<file path="config.mk">
export PLATFORM = sky130hd
export DESIGN_NAME = sram_arbiter
export DESIGN_NICKNAME = d
export VERILOG_FILES = /design/src/rtl/sram_arbiter.sv
export SDC_FILE = /design/constraint.sdc
export NUM_CORES = 1
export LEC_CHECK = 0
export BUFFER_PORTS_ARGS = -buffer_cell sky130_fd_sc_hd__buf_2
export CORE_MARGIN = 2
export CORE_UTILIZATION = 43
export CTS_BUF_LIST = sky130_fd_sc_hd__clkbuf_2
export DETAILED_ROUTE_END_ITERATION = 16
export PLACE_DENSITY_LB_ADDON = 0.05
export SYNTH_ARGS = -nofsm -noshare
export SYNTH_HDL_FRONTEND = slang
export SYNTH_SLANG_ARGS = --single-unit
</file>
<file path="constraint.sdc">
create_clock -name clk -period 1.7 [get_ports clk]
set_clock_uncertainty 0.05 [all_clocks]
set_input_delay 0.085 -clock clk [delete_from_list [all_inputs] [get_ports clk]]
set_output_delay 0.085 -clock clk [all_outputs]
set_load 0.02 [all_outputs]
</file>
<file path="src/rtl/sram_arbiter.sv">
// Two-port (fetch I / data D) arbiter that sequences one access at a time onto a
// single-port SRAM bus, alternating grants when both ports request together.
//
// state      | meaning
// -----------+-----------------------------------------------------------
// S_IDLE     | sample requests, grant one port, latch its access
// S_READ     | en/re held READ_CYCLES cycles, data captured on last one
// S_WR_SETUP | en=1, we=0, address/data/mask presented
// S_WR_PULSE | we=1 for WRITE_CYCLES cycles
// S_WR_HOLD  | we dropped, address/data/mask still held
// S_RESP     | bus idle, granted port's ack pulses for this cycle
module sram_arbiter #(
    parameter int READ_CYCLES  = 2,
    parameter int WRITE_CYCLES = 1
) (
    input  logic        clk,
    input  logic        reset,
    input  logic        i_req,
    input  logic [19:0] i_addr,
    output logic        i_ack,
    output logic [31:0] i_rdata,
    input  logic        d_req,
    input  logic        d_we,
    input  logic [19:0] d_addr,
    input  logic [31:0] d_wdata,
    input  logic [3:0]  d_wmask,
    output logic        d_ack,
    output logic [31:0] d_rdata,
    input  logic [31:0] io_sram_dout,
    output logic [19:0] io_sram_addr,
    output logic [31:0] io_sram_din,
    output logic        io_sram_en,
    output logic        io_sram_re,
    output logic        io_sram_we,
    output logic [3:0]  io_sram_wmask
);

    localparam int MAX_CYCLES = (READ_CYCLES > WRITE_CYCLES) ? READ_CYCLES : WRITE_CYCLES;
    localparam int CW         = $clog2(MAX_CYCLES + 1);
    localparam logic [CW-1:0] READ_LOAD  = CW'(READ_CYCLES - 1);
    localparam logic [CW-1:0] WRITE_LOAD = CW'(WRITE_CYCLES - 1);

    typedef enum logic [2:0] {
        S_IDLE,
        S_READ,
        S_WR_SETUP,
        S_WR_PULSE,
        S_WR_HOLD,
        S_RESP
    } state_t;

    state_t        r_state;
    logic [CW-1:0] r_cnt;
    logic          r_last_d;
    logic          r_port_d;
    logic          r_i_ack;
    logic          r_d_ack;
    logic [31:0]   r_i_rdata;
    logic [31:0]   r_d_rdata;
    logic [19:0]   r_addr;
    logic [31:0]   r_din;
    logic          r_en;
    logic          r_re;
    logic          r_we;
    logic [3:0]    r_wmask;

    logic          w_grant_i;
    logic          w_grant_d;

    // I wins unless D is also requesting and I was the most recent grant.
    assign w_grant_i = i_req && (!d_req || r_last_d);
    assign w_grant_d = d_req && !w_grant_i;

    always_ff @(posedge clk) begin
        if (reset) begin
            r_state   <= S_IDLE;
            r_cnt     <= '0;
            r_last_d  <= 1'b1;
            r_port_d  <= 1'b0;
            r_i_ack   <= 1'b0;
            r_d_ack   <= 1'b0;
            r_i_rdata <= '0;
            r_d_rdata <= '0;
            r_addr    <= '0;
            r_din     <= '0;
            r_en      <= 1'b0;
            r_re      <= 1'b0;
            r_we      <= 1'b0;
            r_wmask   <= '0;
        end else begin
            r_i_ack <= 1'b0;
            r_d_ack <= 1'b0;
            case (r_state)
                S_IDLE: begin
                    if (w_grant_i) begin
                        r_port_d <= 1'b0;
                        r_last_d <= 1'b0;
                        r_addr   <= i_addr;
                        r_wmask  <= '0;
                        r_en     <= 1'b1;
                        r_re     <= 1'b1;
                        r_cnt    <= READ_LOAD;
                        r_state  <= S_READ;
                    end else if (w_grant_d) begin
                        r_port_d <= 1'b1;
                        r_last_d <= 1'b1;
                        r_addr   <= d_addr;
                        r_din    <= d_wdata;
                        r_en     <= 1'b1;
                        if (d_we) begin
                            r_wmask <= d_wmask;
                            r_state <= S_WR_SETUP;
                        end else begin
                            r_wmask <= '0;
                            r_re    <= 1'b1;
                            r_cnt   <= READ_LOAD;
                            r_state <= S_READ;
                        end
                    end
                end
                S_READ: begin
                    if (r_cnt == '0) begin
                        r_en <= 1'b0;
                        r_re <= 1'b0;
                        if (r_port_d) begin
                            r_d_rdata <= io_sram_dout;
                            r_d_ack   <= 1'b1;
                        end else begin
                            r_i_rdata <= io_sram_dout;
                            r_i_ack   <= 1'b1;
                        end
                        r_state <= S_RESP;
                    end else begin
                        r_cnt <= r_cnt - 1'b1;
                    end
                end
                S_WR_SETUP: begin
                    r_we    <= 1'b1;
                    r_cnt   <= WRITE_LOAD;
                    r_state <= S_WR_PULSE;
                end
                S_WR_PULSE: begin
                    if (r_cnt == '0) begin
                        r_we    <= 1'b0;
                        r_state <= S_WR_HOLD;
                    end else begin
                        r_cnt <= r_cnt - 1'b1;
                    end
                end
                S_WR_HOLD: begin
                    r_en    <= 1'b0;
                    r_d_ack <= 1'b1;
                    r_state <= S_RESP;
                end
                S_RESP: begin
                    r_state <= S_IDLE;
                end
                default: begin
                    r_en    <= 1'b0;
                    r_re    <= 1'b0;
                    r_we    <= 1'b0;
                    r_state <= S_IDLE;
                end
            endcase
        end
    end

    assign i_ack         = r_i_ack;
    assign i_rdata       = r_i_rdata;
    assign d_ack         = r_d_ack;
    assign d_rdata       = r_d_rdata;
    assign io_sram_addr  = r_addr;
    assign io_sram_din   = r_din;
    assign io_sram_en    = r_en;
    assign io_sram_re    = r_re;
    assign io_sram_we    = r_we;
    assign io_sram_wmask = r_wmask;

endmodule

</file>
# After elaboration in Yosys (flattened, before gate mapping)
# Index checks and enable logic that the tools add are counted.
# totals
register_bits	132
latchBits	0
mem_bits_rw	0
romBits	0
output_inout_bits	125
wordCells	85
mem_count	0
# classes
addsub	1
n_mul	0
n_div	0
order_cmp	0
n_eq_ne	10
n_shift	0
muxes	30
bitwise	7
n_reduce_logical	23
# ops
operator	n
two-way mux 20 bit	2
case mux 3 bit (5 select lines)	1
AND reduction 3 bit	5
two-way mux 3 bit	4
two-way mux 4 bit	3
two-way mux 1 bit	10
two-way mux 2 bit	5
case mux 1 bit (3 select lines)	3
AND reduction 4 bit	2
OR reduction 4 bit	2
NOT 1 bit	7
== test 3 x 2 -> 1 bit, second input constant	2
== test 3 bit, second input constant	2
!= test 2 bit, second input constant	3
!= test 3 bit, second input constant	2
case mux 2 bit (3 select lines)	1
OR reduction 3 bit	2
AND reduction 2 bit	2
== test 3 x 1 -> 1 bit, second input constant	1
zero test 3 bit	1
nonzero test 3 bit	1
logical AND 1 bit	2
zero test 1 bit	2
zero test 2 bit	1
5 further kinds	5

# Logic depth before layout (Yosys ltp)
# depth
depth_word	8
ltp_mapped	8
mapped_depth_nobuf	6

# Least setup slack after synthesis
# Ideal clock, no wire load.
# synth_timing
kind	register to register
from	register r_cnt[0]
to	register r_d_rdata[11], in the netlist d_rdata[11]
setup_time_ps	132
arrival_ps	1377
t_required_ps	1518
path_slack_ps	141
path_stages_with_launch	9
n_path_buf	2
path_cell_list	dfxtp_1 -> inv_1 -> ha_1 -> and4bb_2 -> and2_1 -> buf_2 -> buf_4 -> nand2_1 -> a21oi_1
# synth_between
elab_chain_len	2
# synth_lines
element	line_no	source
start, declared	53	logic [CW-1:0] r_cnt;
start signal, assigned	134	r_cnt <= r_cnt - 1'b1;
start signal, assigned	147	r_cnt <= r_cnt - 1'b1;
zero test 2 bit	122	if (r_cnt == '0) begin
AND reduction 3 bit (no line)	n/a	
end signal, assigned	126	r_d_rdata <= io_sram_dout;
end, declared	59	logic [31:0] r_d_rdata;
# Every way passes these cells.
# A chain may end at the register's enable or synchronous reset.

# Worst setup path after layout
# layout_timing
from	input port i_req
to	register r_addr[18], in the netlist io_sram_addr[18]
# layout_between
elab_chain_len	5
elab_cells_between_ends	6
# layout_lines
element	line_no	source
start, declared	18	input logic i_req,
logical AND 1 bit *	71	assign w_grant_i = i_req && (!d_req || r_last_d);
zero test 1 bit	72	assign w_grant_d = d_req && !w_grant_i;
logical AND 1 bit	72	
nonzero test 2 bit (no line)	n/a	
AND reduction 2 bit (no line)	n/a	
end signal, assigned	98	r_addr <= i_addr;
end signal, assigned	107	r_addr <= d_addr;
end, declared	60	logic [19:0] r_addr;
# Mark *: on every way between the ends. The rest lies on a longest branch, timed or not.

==> flow_summary_export.csv <==
group,metric,value,unit
routing,drt_pass1_iterations,7,
worst_setup_path,arrival,2.23,ns
clock_tree,clockRootBuffer,"clkbuf_2",
pwr,power_frac_seq,40.0,%
worst_setup_path,crit_start,"i_req",
worst_setup_path,crit_path_end_kind,"flop",
worst_setup_path,cpLargestDelayFamily,"buffers and inverters",
cells_and_area,area_growth,58.74,%
global_routing,grt_pass1_vias,5562,
sta,tightestPinTransition,0.5685,ns
worst_setup_path,rr_startpoint,"r_cnt[0]",
worst_setup_path,reg2reg_depth,7,
cells_and_area,fillers,919,
sta,period_share,98.80,%
floorplan,rows,39,
cells_and_area,final-seq-area,0.002650,mm2
placed_design,portBuffers,237,
sta,drv_slew,0,
synth,yosysTopAreaCell,"dfxtp_1",
placed_design,dp_slack,0.02713,ns
min_path,holdCritPathClass,"in2reg",
job,cap_violations,0,
worst_setup_path,ff2ff_setup_slack,0.07,ns
pwr,p_sw_share,37.16,%
clock_tree,cts_tree,"built",
global_routing,grt_max_degree,52,
routing,wirelength,15.85,mm
floorplan,die_area,0.01239,mm2
synth,synth-seq-cells,132,
clock_tree,cts_buffer_depth,2,
clock_tree,cts_setup_buffers,0,
clock_tree,numCtsBuffers,17,
synth,ys_types,32,
worst_setup_path,crit_slowest_cell,"dlygate4sd3_1",
routing,drt_iter0_drc,343,
worst_setup_path,r2r-end,"d_rdata[14]",
placed_design,placed_cell_area,0.006334,mm2
pwr,power_leakage,3.559,nW
pwr,switchingPower,0.003703,W
pwr,ir_worst_vdd,0.7688,mV
worst_setup_path,crit_path_end,"io_sram_addr[18]",
floorplan,die_h,111.3,um
cells_and_area,fin_nets,1081,
worst_setup_path,crit_type,"in2reg",
floorplan,dieWidth,111.3,um
global_routing,grt.overflow.total,0,
worst_setup_path,worstPathCellList,"dlygate4sd3_1 -> buf_2 -> nor2_1 -> dlygate4sd3_1 -> nor2b_4 -> buf_4 -> nor2_1 -> a311oi_1",
sta,final_hold_viol_count,0,
synth,postSynthAreaPerCell,7.949,um2
cells_and_area,antenna_cells,0,
routing,postRouteAntennaNets,0,
floorplan,core,0.01132,mm2
clock_tree,cts_htree_levels,4,
pwr,p_per_area,1268,mW/mm2
worst_setup_path,crit_path_max_fanout,10,
synth,ys_warn_count,0,
sta,slew_headroom,62.10,%
global_routing,grt_usage,24.95,%
routing,wl_per_cell,14.13,um
sta,rsz0062_at_grt,"yes",
cells_and_area,multi_input_area,0.002073,mm2
pwr,clockPowerShare,20.9,%
worst_setup_path,cp.depth,8,
synth,synth.top_cell.area_share,53.36,%
routing,via_count,5654,
sta,fmax,595.4,MHz
cells_and_area,final_core_util,69.44,%
pwr,intPower,0.006262,W
run_status,status,"completed",
synth,syn-num-nets,737,
sta,period_minus_slack,1.680,ns
placed_design,routabilityCongestion,0.7982,
worst_setup_path,critPathBufInv,4,
routing,vias_per_cell,5.039,
placed_design,dp_hpwl,9.531,mm
floorplan,boundaryPins,238,
sta,setup_viol_count_final,0,
clock_tree,clk_pin_slew,0.19,ns
worst_setup_path,cp_data_required_time,2.25,ns
global_routing,grt_pass1_wl,25.59,mm
global_routing,antenna_found_initial,0,
worst_setup_path,slowest_delay,0.63,ns
synth,synth_area_leaders,"dfxtp_1, nand2_1, a21oi_1",
clock_tree,cts.sinks,132,
routing,drc,0,
cells_and_area,design_area,0.007861,mm2
sta,setup_ws,0.02047,ns
worst_setup_path,cp-start-kind,"primary input",
synth,syn_area,0.004952,mm2
pwr,pwr-share-comb,39.1,%
synth,syn_inst,623,
synth,seq_area_frac_synth,53.36,%
floorplan,initial_core_util,43.74,%
cells_and_area,drive_above_1_share,31.26,%
clock_tree,clk_latency,0.68,ns
==> per-stage QoR <==
| step | hold WS (ns) | power, W | TNS [ns] | cells |
|---|---|---|---|---|
| after global placement | 0.2752 | 0.007345 | 0 | 974 |
| after CTS | 0.03554 | 0.009726 | 0 | 1118 |
| after floorplan | 0.1710 | 0.006263 | 0 | 623 |
| after global routing | 0.05742 | 0.01056 | -0.002343 | 1122 |
| final | 0.1061 | 0.009965 | 0 | 1122 |
| after detailed placement | 0.2811 | 0.007428 | 0 | 974 |
==> registers in the layout (all words and copies together), names as in the netlist <==
name and count:
d_ack 1, d_rdata 32, i_ack 1, i_rdata 32, io_sram_addr 20, io_sram_din 32
io_sram_en 1, io_sram_re 1, io_sram_we 1, io_sram_wmask 4, r_cnt 2, r_last_d 1
r_port_d 1, r_state 3
==> synthesized netlist by cell type <==
library cell  count
a31oi_1           1
o21a_1            2
or3b_1            1
nor2b_1           3
nand3b_1          1
nor3_4            1
buf_2            16
and4bb_2          1
nand2b_1          4
clkbuf_1         27
nand2_1         217
o21ai_1           1
dfxtp_1         132
and2b_1           1
a31o_2            1
nor2_1           34
or4b_1            1
and2_1            3
o41a_1            1
inv_1             2
o31ai_1           1
a32oi_1           4
a21o_1            1
and3_1            1
a211o_1           1
buf_4             9
o21ai_0           4
ha_1              1
a21oi_1         107
nand3_1          21
a311oi_1         20
a2111oi_0         3
==> metal layers <==
metal | wire length [um] | part of all wire (%) | track usage (%) | up-vias
met3 | 1103 | 7.0 | 7.053 | 45
met5 | 0 | 0 | 0 | -
met2 | 7941 | 50 | 43.01 | 257
met4 | 444 | 2.8 | 11.77 | 0
met1 | 6364 | 40 | 28.62 | 2587
li1 | - | - | - | 2765
==> worst min-delay path by stage <==
stage	startpoint	end	slack, ns	cells past startpoint
2_1_floorplan	io_sram_dout[0]	i_rdata[0]	0.17	2
4_1_cts	d_wdata[24]	io_sram_din[24]	0.04	4
3_3_place_gp	d_wdata[20]	io_sram_din[20]	0.28	3
5_1_grt	d_wdata[1]	io_sram_din[1]	0.06	4
3_5_place_dp	d_wdata[24]	io_sram_din[24]	0.28	3
6_report	io_sram_dout[30]	i_rdata[30]	0.11	4
==> cell usage in the layout, fill, tap and decap left out, drive strengths merged <==
master,instances
buf,260
nand2,217
dfxtp,132
dlygate4sd3,113
a21oi,107
nor2,34
clkbuf,24
nand3,21
a311oi,20
clkinv,6
o21ai,5
a32oi,4
bufinv,4
nand2b,4
and2,3
nor2b,3
a2111oi,3
inv,2
o21a,2
and4bb,1
nor3,1
a31oi,1
and3,1
a31o,1
o31ai,1
and2b,1
a21o,1
o41a,1
nand3b,1
or4b,1
a211o,1
or3b,1
ha,1
clkinvlp,1
==> cells by family (layout without fill, tap and decap cells) <==
kind of cell	after synthesis	in the layout	share of synthesized area [%]
and+or+nand+nor	289	289	23.80
AOI/OAI and AO/OA	147	147	17.41
DFF	132	132	53.36
buffers and inverters	54	410	5.179
adders and majority gates	1	1	0.2526
==> worst min-delay path, cell delays in order <==
cell	delay (ns)
dlygate4sd3_1	0.52
buf_2	0.12
nand2_1	0.05
a21oi_1	0.05
==> power by group through the flow <==
| stage | logic, W | registers, W | clock network (W) |
|---|---|---|---|
| 6_report | 0.00390 | 0.00399 | 0.00208 |
| 5_1_grt | 0.00424 | 0.00406 | 0.00226 |
| 4_1_cts | 0.00361 | 0.00398 | 0.00214 |
| 3_5_place_dp | 0.00339 | 0.00404 | 0 |
| 3_3_place_gp | 0.00332 | 0.00402 | 0 |
| 2_1_floorplan | 0.00165 | 0.00462 | 0 |
==> repair_timing <==
item / in CTS / in global routing
endpoints found under the setup margin: 12 / 30
gates cloned: 0 / 4
endpoints found under the hold margin: 132 / 0
pin swaps: 1 / 3
gates resized for setup: 2 / 13
hold buffers: 113 / 0
==> final cells by class <==
type                    instances  share of cell area [%]
well taps                     143                   2.276
repair buffers                377                   34.24
inverters                       2                 0.09550
clock inverters                11                   2.037
clock buffers                  20                   1.273
flip-flops and latches        132                   33.71
multi-input cells             437                   26.37
Power figures use the tool's default switching activity.
